<file path="config.mk">
export PLATFORM = sky130hd
export DESIGN_NAME = tt_um_sky_serial_sub
export DESIGN_NICKNAME = d
export VERILOG_FILES = /design/src/rtl/tt_um_sky_serial_sub.sv
export SDC_FILE = /design/constraint.sdc
export NUM_CORES = 1
export LEC_CHECK = 0
export ABC_AREA = 0
export BUFFER_PORTS_ARGS = -buffer_cell sky130_fd_sc_hd__buf_2
export CAP_MARGIN = 25
export CORE_MARGIN = 2
export CORE_UTILIZATION = 28
export CTS_BUF_LIST = sky130_fd_sc_hd__clkbuf_8
export DETAILED_ROUTE_END_ITERATION = 8
export REMOVE_ABC_BUFFERS = 1
export SYNTH_ARGS = -nofsm -noshare
export SYNTH_HDL_FRONTEND = slang
export SYNTH_SLANG_ARGS = --single-unit
</file>
<file path="constraint.sdc">
create_clock -name clk -period 1.44 [get_ports clk]
set_input_delay 0.072 -clock clk [delete_from_list [all_inputs] [get_ports clk]]
set_output_delay 0.072 -clock clk [all_outputs]
set_load 0.1 [all_outputs]
</file>
<file path="src/rtl/tt_um_sky_serial_sub.sv">
// Bit-serial 8-bit subtractor (A - B mod 256) behind the TinyTapeout pin-out.
// One difference bit per clock through a single full-subtractor with a registered borrow.
module tt_um_sky_serial_sub (
  input  logic       clk,
  input  logic       rst_n,
  input  logic       ena,
  input  logic [7:0] ui_in,
  input  logic [7:0] uio_in,
  output logic [7:0] uo_out,
  output logic [7:0] uio_out,
  output logic [7:0] uio_oe
);

  localparam int unsigned WIDTH = 8;
  localparam int unsigned CNT_W = $clog2(WIDTH);

  typedef enum logic [1:0] {
    IDLE = 2'd0,
    RUN  = 2'd1,
    DONE = 2'd2
  } state_t;

  state_t             state, state_next;
  logic [WIDTH-1:0]   a_reg, b_reg, res_reg;
  logic               br, done_f;
  logic [CNT_W-1:0]   cnt;

  logic start, load_a, load_b;
  logic a0, b0, d, br_next, last_bit, accept;

  assign start  = uio_in[0];
  assign load_a = uio_in[1];
  assign load_b = uio_in[2];

  logic unused;
  assign unused = &{1'b0, ena, uio_in[7:3]};

  assign a0       = a_reg[0];
  assign b0       = b_reg[0];
  assign d        = a0 ^ b0 ^ br;
  assign br_next  = (~a0 & b0) | (~(a0 ^ b0) & br);
  assign last_bit = (cnt == CNT_W'(WIDTH - 1));
  assign accept   = (state == IDLE) || (state == DONE);

  always_comb begin
    state_next = state;
    unique case (state)
      IDLE, DONE: if (start) state_next = RUN;
      RUN:        if (last_bit) state_next = DONE;
      default:    state_next = IDLE;
    endcase
  end

  always_ff @(posedge clk or negedge rst_n) begin
    if (!rst_n) state <= IDLE;
    else        state <= state_next;
  end

  // Start outranks the loads: a cycle with start set never touches the operands.
  always_ff @(posedge clk or negedge rst_n) begin
    if (!rst_n) begin
      a_reg   <= '0;
      b_reg   <= '0;
      res_reg <= '0;
      br      <= 1'b0;
      cnt     <= '0;
      done_f  <= 1'b0;
    end else if (state == RUN) begin
      br      <= br_next;
      a_reg   <= a_reg >> 1;
      b_reg   <= b_reg >> 1;
      res_reg <= {d, res_reg[WIDTH-1:1]};
      cnt     <= cnt + 1'b1;
      if (last_bit) done_f <= 1'b1;
    end else if (accept) begin
      if (start) begin
        br      <= 1'b0;
        cnt     <= '0;
        res_reg <= '0;
        done_f  <= 1'b0;
      end else begin
        if (load_a) a_reg <= ui_in;
        if (load_b) b_reg <= ui_in;
      end
    end
  end

  assign uo_out  = res_reg;
  assign uio_out = {done_f & (res_reg == '0), br, done_f, state == RUN, 4'b0000};
  assign uio_oe  = 8'hF0;

endmodule

</file>
==> summary.txt <==
Run status
  – Status: finished with violations
  – Failing checks: negative setup slack

Final layout
  – Layout Cells excl Fill: 285
  – Final nets: 231
  – Layout cell share with drive strength beyond 1: 27.1%
  – # diodes: 0
  – Syn-to-layout area delta: 22.8%

Yosys
  – Post-synth top area share: 44.4%
  – Cells after synthesis: 176
  – Main combinational cell family by area after synthesis: simple AND/OR/NAND/NOR gates
  – Top_reg_cell synth: dfrtp_1
  – Xor/xnor cell area share of the yosys netlist: 0.501%
  – Synth cell types: 29
  – Mean Syn Cell Area: 9.92 um2
  – Synth Area in Simple Gates: 15.7%
  – Top-count cell post-synth: dfrtp_1
  – Synth area leaders: dfrtp_1, mux2i_1, buf_4, nand3_1, a32oi_1
  – Yosys warns: 0
  – Flops & latches, synth: 31
  – Post-Synth Adder-Cell Area: 2.58%
  – Most frequent cells after synthesis: dfrtp_1, nand3_1, mux2i_1
  – Biggest area consumer among synthesized cells: dfrtp_1
  – Syn Std Cell Area: 1750 um2
  – EDFF count, synth: 0
  – Async SR Flop Fraction: 100%
  – Post-synthesis compound-gate area fraction: 13.0%
  – Mux cell area share after synthesis: 12.1%
  – Post-synthesis sequential area ratio: 44.4%

Critical path
  – Startpoint types: flip-flop
  – Worst EP arrival: 1630 ps
  – Setup CP Type: flip-flop to primary output
  – CP Capture Type: primary output
  – CP required: 1370 ps
  – R2r setup slk: 120 ps
  – Top fanout value on the critical path: 2

Placed design
  – IO buf count: 24
  – Setup WS pre-CTS: -82.7 ps
  – Hpwl dp: 2.52 mm
  – Placed Instances: 273
  – GPL Wtd Cong: 0.723

Floorplanning
  – Die Y-Extent: 83.0 um
  – DIE WIDTH: 83.0 um
  – Die footprint: 6890 um2
  – IO Pins: 43
  – Row count: 28
  – Starting Density: 29.2%
  – Core box area: 5990 um2

Power and ir drop
  – P_sw: 0.00280 W
  – Comb power frac: 58.9%
  – Internal power: 0.00265 W
  – Sw Ratio: 51.4%
  – LEAKAGE: 0.967 nW
  – Clock power share: 13.9%
  – Pwr Total: 0.00545 W
  – Power Dens Cells: 2540 nW/um2
  – Seq pwr share: 27.3%
  – Peak VDD IR: 1.29 mV

Clock tree
  – Buffer depth of the longest clock path: 2
  – Clk Tree Root Cell: clkbuf_8
  – Inserted Clock Buffers: 5
  – TritonCTS clock tree: built
  – Clock sink count: 31
  – Clock transition at path regs: 70 ps
  – Skew-Pair Late Insertion Delay: 290 ps
  – Htree depth: 2

Timing
  – Setup violators final: 1
  – Fmax: 588 MHz
  – Fin crit share: 118%
  – Final setup TNS: -261 ps
  – RSZ-0062 raised after global routing: true
  – Rel. slew slack: 53.3%
  – Hold WS: 61.2 ps
  – Final Max Tran Viols: 0
  – Final worst slack: -261 ps
  – Worst Tran Pin Value: 701 ps
  – Worst Clk Skew: 8.36 ps
  – Final Critical Period: 1700 ps
  – Final-report hold violation count: 0

Detailed routing
  – Final WL: 3.72 mm
  – Post-route ant nets: 0
  – Avg WL per Cell: 13.1 um
  – DRC viols: 0
  – Post-DR vias/cell: 4.86
  – First DRT Iteration DRCs: 79
  – 1st-pass router iterations: 4
  – DR vias: 1386

Global route
  – First-pass GRT wire length: 6.42 mm
  – Total grt overflow: 0
  – Overall Global Routing Usage: 11.4%
  – Initial antenna violation count: 0
  – Largest net degree at the start of global routing: 32
  – Vias in the first global route: 1318

Min path
  – Min-Delay Path Class: input pin to flip-flop

Job
  – Max-Cap Viols: 0
-- critical path: stages (launching register included) --
cell and delay [ps]:
dfrtp_1 380, or4_4 540, nor4_4 200, buf_12 210
-- power by group through the flow --
stage	clock network [W]	registers (W)	logic, W
finish	0.000756	0.00149	0.00321
global route	0.000814	0.00154	0.00345
CTS	0.000774	0.00148	0.00323
detailed placement	0	0.00149	0.00308
global placement	0	0.00148	0.00304
floorplan	0	0.00246	0.00124
-- area by class of cell --
cell class / count / area, um2
clock buffers: 7 / 96.3
clock inverters: 1 / 3.75
multi-input cells: 123 / 832
fillers: 601 / 3850
inverters: 5 / 22.5
flip-flops and latches: 31 / 776
well taps: 75 / 93.8
repair buffers: 43 / 320
-- stage by stage --
stage	utilization (%)	area (um2)
finish	35.8	2140
global route	35.8	2140
CTS	35.7	2140
detailed placement	33.2	1990
global placement	33.2	1990
floorplan	-	1610
-- cells by family after synthesis --
family                     after synthesis
AOI/OAI and AO/OA                       33
xor gates and xnor gates                 1
adders and majority gates                3
buffers and inverters                   32
DFF                                     31
muxes                                   21
other                                    2
and+or+nand+nor                         53
-- metal layers --
layer	global-route usage, %	wire length, um
met5	0	0
met4	5.37	65
met3	2.29	126
met2	17.4	1820
met1	15.5	1710
-- repair_timing --
item	CTS	global route
pin swaps	2	0
endpoints found under the hold margin	31	0
gates resized for setup	3	1
setup buffers	3	0
setup endpoints to repair	2	14
hold buffers	1	0
-- path summary, 6_finish.rpt --
kind,startpoint,end,depth (start not counted)
hold / removal,ui_in[0],a_reg[0]$_DFFE_PN0P_,3
max in group asynchronous,rst_n,done_f$_DFFE_PN0P_,2
setup / recovery,uo_out[2]$_DFFE_PN0P_,uio_out[7],3
setup reg to reg,state[0]$_DFFE_PN0P_,b_reg[6]$_DFFE_PN0P_,5
hold reg to reg,cnt[1]$_DFFE_PN0P_,cnt[1]$_DFFE_PN0P_,2
min in group asynchronous,rst_n,b_reg[2]$_DFFE_PN0P_,2
-- layout by cell type, fill, tap and decap left out, types with 2 or more instances in the layout --
| cell | n |
|---|---|
| mux2i_1 | 20 |
| o21ai_0 | 10 |
| nand2b_1 | 3 |
| or3b_2 | 2 |
| buf_12 | 4 |
| buf_4 | 16 |
| a32oi_1 | 11 |
| nand2_1 | 15 |
| buf_2 | 22 |
| ha_1 | 2 |
| conb_1 | 12 |
| nor2_1 | 2 |
| inv_1 | 4 |
| nand3_1 | 24 |
| o22ai_1 | 8 |
| nor2b_1 | 2 |
| dfrtp_1 | 31 |
| clkbuf_8 | 7 |
No activity file was read; power rests on OpenSTA's default activity.
